**src/rtl/jk_bank_sequencer_if.sv**
```systemverilog
// jk_bank_sequencer_if: packed per-requester command bus (valid/ready + op/idx/cnt payload)
//   valid[r], ready[r]  handshake for requester r
//   op[2r+1:2r]         JK op: 00 hold, 01 reset, 10 set, 11 toggle
//   idx, cnt            target cell index and repeat count, IDXW/CNTW bits per requester
interface jk_bank_sequencer_if #(
  parameter int NREQ = 4,
  parameter int IDXW = 3,
  parameter int CNTW = 4
);
  logic [NREQ-1:0] valid;
  logic [NREQ-1:0] ready;
  logic [2*NREQ-1:0] op;
  logic [IDXW*NREQ-1:0] idx;
  logic [CNTW*NREQ-1:0] cnt;
  modport master(output valid, op, idx, cnt, input ready);
  modport slave(input valid, op, idx, cnt, output ready);
endinterface

```
**src/rtl/jk_bank_sequencer.sv**
```systemverilog
// jk_bank_sequencer: round-robin shared bank of JK cells, each command applied cnt+1 times
//   clk, reset      rising-edge clock, asynchronous active-high reset
//   req             slave side of the request bus
//   q               JK cell states
//   busy            high while executing a command
//   done/done_id    one-cycle completion pulse and the requester it belongs to
//   err             qualifies done: target index was outside the bank
module jk_bank_sequencer #(
  parameter int NREQ = 4,
  parameter int WIDTH = 6,
  parameter int IDXW = 3,
  parameter int CNTW = 4,
  localparam int IDW = NREQ > 1 ? $clog2(NREQ) : 1
) (
  input  logic clk,
  input  logic reset,
  jk_bank_sequencer_if.slave req,
  output logic [WIDTH-1:0] q,
  output logic busy,
  output logic done,
  output logic [IDW-1:0] done_id,
  output logic err
);
  typedef enum logic {IDLE, EXEC} state_t;
  state_t state_q, state_d;
  logic [IDW-1:0] ptr_q, ptr_d, id_q, id_d, done_id_q, done_id_d, g;
  logic [1:0] op_q, op_d;
  logic [IDXW-1:0] idx_q, idx_d;
  logic [CNTW-1:0] rem_q, rem_d;
  logic [WIDTH-1:0] cell_q, cell_d;
  logic busy_q, busy_d, done_q, done_d, err_q, err_d, found;
  // rotated-priority search starting just after the last winner
  always_comb begin
    found = 1'b0;
    g = '0;
    for (int k = 1; k <= NREQ; k++) begin
      if (!found && req.valid[(int'(ptr_q) + k) % NREQ]) begin
        found = 1'b1;
        g = IDW'((int'(ptr_q) + k) % NREQ);
      end
    end
  end
  assign req.ready = (!reset && state_q == IDLE && found) ? NREQ'(1) << g : '0;
  always_comb begin
    state_d = state_q;
    ptr_d = ptr_q;
    id_d = id_q;
    op_d = op_q;
    idx_d = idx_q;
    rem_d = rem_q;
    cell_d = cell_q;
    busy_d = busy_q;
    done_d = 1'b0;
    done_id_d = done_id_q;
    err_d = 1'b0;
    if (state_q == IDLE) begin
      if (found) begin
        state_d = EXEC;
        busy_d = 1'b1;
        ptr_d = g;
        id_d = g;
        op_d = req.op[2*g +: 2];
        idx_d = req.idx[IDXW*g +: IDXW];
        rem_d = req.cnt[CNTW*g +: CNTW];
      end
    end else begin
      // out-of-range idx matches no cell, so the bank is left untouched
      for (int i = 0; i < WIDTH; i++)
        if (int'(idx_q) == i) cell_d[i] = op_q == 2'b11 ? ~cell_q[i] : op_q == 2'b00 ? cell_q[i] : op_q[1];
      if (rem_q == '0) begin
        state_d = IDLE;
        busy_d = 1'b0;
        done_d = 1'b1;
        done_id_d = id_q;
        err_d = int'(idx_q) >= WIDTH;
      end else begin
        rem_d = rem_q - 1'b1;
      end
    end
  end
  always_ff @(posedge clk or posedge reset) begin
    if (reset) begin
      state_q <= IDLE;
      ptr_q <= IDW'(NREQ - 1);
      id_q <= '0;
      op_q <= '0;
      idx_q <= '0;
      rem_q <= '0;
      cell_q <= '0;
      busy_q <= 1'b0;
      done_q <= 1'b0;
      done_id_q <= '0;
      err_q <= 1'b0;
    end else begin
      state_q <= state_d;
      ptr_q <= ptr_d;
      id_q <= id_d;
      op_q <= op_d;
      idx_q <= idx_d;
      rem_q <= rem_d;
      cell_q <= cell_d;
      busy_q <= busy_d;
      done_q <= done_d;
      done_id_q <= done_id_d;
      err_q <= err_d;
    end
  end
  assign q = cell_q;
  assign busy = busy_q;
  assign done = done_q;
  assign done_id = done_id_q;
  assign err = err_q;
endmodule

```
**src/flat_wrapper.sv**
```systemverilog
// flat-port wrapper written by rule: the top's interface ports become plain ports
module jk_bank_sequencer_flat 
#(
  parameter int NREQ = 4,
  parameter int WIDTH = 6,
  parameter int IDXW = 3,
  parameter int CNTW = 4,
  localparam int IDW = NREQ > 1 ? $clog2(NREQ) : 1
)
  (clk, reset, q, busy, done, done_id, err, req_valid, req_op, req_idx, req_cnt, req_ready);
  jk_bank_sequencer_if #(.NREQ(NREQ), .IDXW(IDXW), .CNTW(CNTW)) req_i ();
  input  logic clk;
  input  logic reset;
  output logic [WIDTH-1:0] q;
  output logic busy;
  output logic done;
  output logic [IDW-1:0] done_id;
  output logic err;
  input wire logic [$bits(req_i.valid)-1:0] req_valid;
  input wire logic [$bits(req_i.op)-1:0] req_op;
  input wire logic [$bits(req_i.idx)-1:0] req_idx;
  input wire logic [$bits(req_i.cnt)-1:0] req_cnt;
  output wire logic [$bits(req_i.ready)-1:0] req_ready;
  assign req_i.valid = req_valid;
  assign req_i.op = req_op;
  assign req_i.idx = req_idx;
  assign req_i.cnt = req_cnt;
  assign req_ready = req_i.ready;
  jk_bank_sequencer #(.NREQ(NREQ), .WIDTH(WIDTH), .IDXW(IDXW), .CNTW(CNTW)) u_core (.clk(clk), .reset(reset), .req(req_i), .q(q), .busy(busy), .done(done), .done_id(done_id), .err(err));
endmodule
```
**config.mk**
```make
export PLATFORM = sky130hd
export DESIGN_NAME = jk_bank_sequencer_flat
export DESIGN_NICKNAME = d
export VERILOG_FILES = /design/src/rtl/jk_bank_sequencer_if.sv /design/src/rtl/jk_bank_sequencer.sv /design/src/flat_wrapper.sv
export SDC_FILE = /design/constraint.sdc
export NUM_CORES = 1
export LEC_CHECK = 0
export CORE_ASPECT_RATIO = 1.1
export CORE_UTILIZATION = 40
export CTS_BUF_LIST = sky130_fd_sc_hd__clkbuf_8 sky130_fd_sc_hd__clkbuf_16
export CTS_CLUSTER_SIZE = 8
export DETAILED_ROUTE_END_ITERATION = 12
export GPL_TIMING_DRIVEN = 1
export PLACE_DENSITY = 0.76
export SLEW_MARGIN = 20
export SYNTH_ARGS = -nofsm -noshare
export SYNTH_HDL_FRONTEND = slang
export SYNTH_SLANG_ARGS = --single-unit
```
**constraint.sdc**
```tcl
create_clock -name clk -period 1.95 [get_ports clk]
set_input_delay 0.39 -clock clk [delete_from_list [all_inputs] [get_ports clk]]
set_output_delay 0.39 -clock clk [all_outputs]
set_load 0.01 [all_outputs]
```
==> flow_metrics.py <==
metrics = {
    "global_route": {
        "grt_pass1_vias": 1690,
        "grt_usage_pct": 22.9,
        "overflow": 0,
        "grt_first_pass_wirelength_um": 7580,
        "grt_antenna_before_repair": 0,
        "grt_max_degree": 26,
    },
    "layout": {
        "multi_input_area_um2": 931,
        "antenna-diode-count": 0,
        "fin_area_um2": 2550,
        "regArea_um2": 628,
        "drive_gt1_share_pct": 29.0,
        "nNetsFinal": 313,
        "nFillCells": 290,
        "stdcell_count": 319,
        "syn2layout_area_growth_pct": 60.3,
    },
    "power_and_ir_drop": {
        "p_leak_uw": 0.00114,
        "p_comb_share_pct": 58.4,
        "netSwitchingFraction_pct": 40.0,
        "intPower_uw": 1950,
        "seqPwrFrac_pct": 32.2,
        "clkPwrFrac_pct": 9.4,
        "power_density_nw_per_um2": 1280,
        "p_total_uw": 3260,
        "p_sw_uw": 1300,
        "peakVddDrop_mv": 0.679,
    },
    "synth": {
        "synth_mux_area_share_pct": 7.31,
        "synth_top_family_by_area": "compound AO/OA/AOI/OAI gates",
        "synth_top_area_share_pct": 36.2,
        "synth_xor_xnor_area_share_pct": 0.550,
        "syn_nets": 218,
        "synth_area_leaders": "dfrtp_1 36%, nand2_1 6.6%, mux2i_1 5.0%",
        "netlist_instances": 175,
        "postSynthAreaPerCell_um2": 9.09,
        "synth_seq_cells": 25,
        "yosysWarnings": 0,
        "ys_types": 49,
        "synth_top_cell_by_area": "dfrtp_1",
        "synth_fa_ha_area_share_pct": 0.786,
        "synth-simple-area-share_pct": 22.7,
        "synth.cell_area_um2": 1590,
        "synth_compound_area_share_pct": 24.5,
        "seq_area_frac_synth_pct": 39.5,
    },
    "worst_setup_path": {
        "crit_path_end": "req_ready[2]",
        "cp-start-kind": "flip-flop",
        "reg2reg_from": "u_core.ptr_q[1]",
        "cp.required_ns": 1.56,
        "crit_family": "flip-flops",
        "path_max_fanout": 7,
        "arrival_ns": 1.72,
        "timing.rr.end": "u_core.rem_q[2]",
        "slowest_delay_ns": 0.61,
        "timing.critical_path.to_type": "output pin",
        "worstPathCellList": "buf_4, nand2_1, o2bb2ai_2, nor2_2, and4_1, buf_2",
        "cp-startpoint": "u_core.ptr_q[1]",
        "ff2ff_path_depth": 8,
        "worstSetupPathType": "flip-flop to output pin",
        "path_buf_inv": 2,
        "worst-path-stages": 6,
        "cp_slowest_cell": "dfstp_2",
        "r2r_slack_ns": 0.07,
    },
    "outcome": {
        "outcome": "finished, violations left",
        "violations": "setup timing",
    },
    "drt": {
        "wl_um": 4650,
        "postRouteAntennaNets": 0,
        "vias_per_cell": 5.34,
        "dr_total_vias": 1705,
        "avgRoutedWirePerCell_um": 14.6,
        "drc_errors": 0,
        "dr.pass1.iters": 4,
        "drt-initial-drc-count": 73,
    },
    "timing": {
        "layout_setup_ws_ns": -0.158,
        "slew_viol_final": 0,
        "setup_viol": 4,
        "period_minus_slack_ns": 2.11,
        "max_freq_ghz": 0.474,
        "worst_clock_skew_ns": 0.0100,
        "finalCritPeriodShare_pct": 108,
        "hold_viol_final": 0,
        "rsz0062_at_grt": "yes",
        "relSlewSlack_pct": 76.2,
        "tightest_slew_ns": 0.354,
    },
    "clocking": {
        "root_buffer": "clkbuf_8",
        "clk_latency_ns": 0.27,
        "htree_levels": 1,
        "hold_buffers": 0,
        "numCtsBuffers": 3,
        "cts_sinks": 25,
        "clk_path_buf_depth": 2,
        "cts_tree": "done",
        "path_clk_slew_ns": 0.08,
    },
    "die": {
        "pin_count": 57,
        "start_util_pct": 42.9,
        "die-area_um2": 4240,
        "row_count": 23,
        "fp.dieW_um": 62.1,
        "coreArea_um2": 3710,
        "fp.dieH_um": 68.2,
    },
    "placed_design": {
        "post-place-ws_ns": -0.684,
        "dp.cells": 307,
        "dpl.hpwl_um": 3530,
        "place_area_um2": 2430,
        "io_buffers": 56,
        "gp_congestion": 0.873,
    },
    "flow_run": {
        "drv_cap": 0,
    },
    "min_path": {
        "min_path_type": "flip-flop to flip-flop",
    },
}
[worst register-to-register path: cells and delay by family, from the launching register on]
family,cells,cell delay [ns]
flip-flops,1,0.61
AO/OA/AOI/OAI,2,0.32
AND/OR/NAND/NOR,2,0.22
multiplexers,1,0.20
buffers and inverters,3,0.40
[cell type report]
type                       instances  share of cell area [%]
multi-input combinational        134                    36.5
timing repair buffer              97                    33.3
sequential                        25                    24.6
tap                               50                    2.45
clock buffer                       3                    1.62
inverter                           9                    1.32
clock inverter                     1                   0.196
[timing repair]
item | in CTS | in global routing
setup buffers | 9 | 0
gates resized for setup | 36 | 6
pin swaps | 15 | 7
setup endpoints to repair | 8 | 8
[metal layers]
layer | vias to the layer above | track usage (%) | wire (um)
met4 | 0 | 6.40 | 73
li1 | 828 | - | -
met5 | - | 0 | 0
met2 | 69 | 40.1 | 2250
met3 | 8 | 3.50 | 214
met1 | 800 | 29.9 | 2120
[worst min path at each step]
stage,from,endpoint,cells past startpoint
after floorplan,reset,u_core.busy,1
after global placement,u_core.id_q[1],u_core.id_q[1],2
after detailed placement,u_core.id_q[1],u_core.id_q[1],2
after CTS,u_core.id_q[1],u_core.id_q[1],2
after global routing,u_core.id_q[1],u_core.id_q[1],2
final,u_core.id_q[1],u_core.id_q[1],2
[synth_stat cells, drive strengths merged]
cell	count
nand2	28
dfrtp	23
o21ai	19
inv	9
mux2i	9
nor2	9
nand3	8
a21oi	5
a21o	4
a221oi	4
and3	4
buf	4
nand3b	4
o21a	4
o221ai	4
clkbuf	3
nor4	3
o211ai	3
or2	3
a22oi	2
dfstp	2
mux2	2
nand2b	2
nor3	2
a211o	1
a221o	1
a2bb2oi	1
a311oi	1
and2	1
and2b	1
and4	1
ha	1
nor2b	1
nor3b	1
o22ai	1
o2bb2ai	1
o31ai	1
o32a	1
xnor2	1
[power by group through the flow]
stage | Combinational [uW] | Sequential, uW | Clock (uW)
after global routing | 2080 | 1080 | 329
final | 1900 | 1050 | 307
after detailed placement | 1770 | 1040 | 0
after CTS | 1900 | 1040 | 312
after global placement | 1730 | 1040 | 0
after floorplan | 1050 | 985 | 0
[registers in the layout, summed over array words and instances, names as in the netlist]
register,flops
u_core.q,6
u_core.rem_q,4
u_core.idx_q,3
u_core.done_id,2
u_core.id_q,2
u_core.op_q,2
u_core.ptr_q,2
u_core.busy,1
u_core.done,1
u_core.err,1
u_core.state_q,1
[logic make-up after synthesis]
family,count (synthesis)
adder cells (fa/ha/maj),1
buffers and inverters,16
AND/OR/NAND/NOR,68
XOR/XNOR,1
flip-flops,25
AO/OA/AOI/OAI,53
multiplexers,11
[metrics by stage]
stage / util, % / hold WS, ns / setup TNS (ns)
final: 68.7 / 0.486 / -0.466
after global routing: 68.7 / 0.515 / -0.677
after CTS: 68.8 / 0.494 / -0.418
after detailed placement: 65.4 / 0.473 / -5.29
after global placement: 65.4 / 0.455 / -4.63
after floorplan: - / 0.432 / 0
[layout by cell type (no fill, tap or decap), types with 2 or more instances in the layout]
master	count
clkdlybuf4s50_1	48
buf_4	40
nand2_1	28
dfrtp_1	23
o21ai_0	13
inv_1	9
nand3_1	8
mux2i_1	8
nor2_1	6
nand3b_1	4
o21ai_2	4
o221ai_1	4
a21o_1	4
a221oi_1	4
a21oi_1	4
buf_2	4
o211ai_1	3
and3_1	3
o21a_1	3
clkbuf_8	3
nand2b_1	2
nor2_2	2
o21ai_1	2
mux2_2	2
or2_1	2
buf_6	2
dfstp_2	2
No activity file was read; power rests on OpenSTA's default activity.
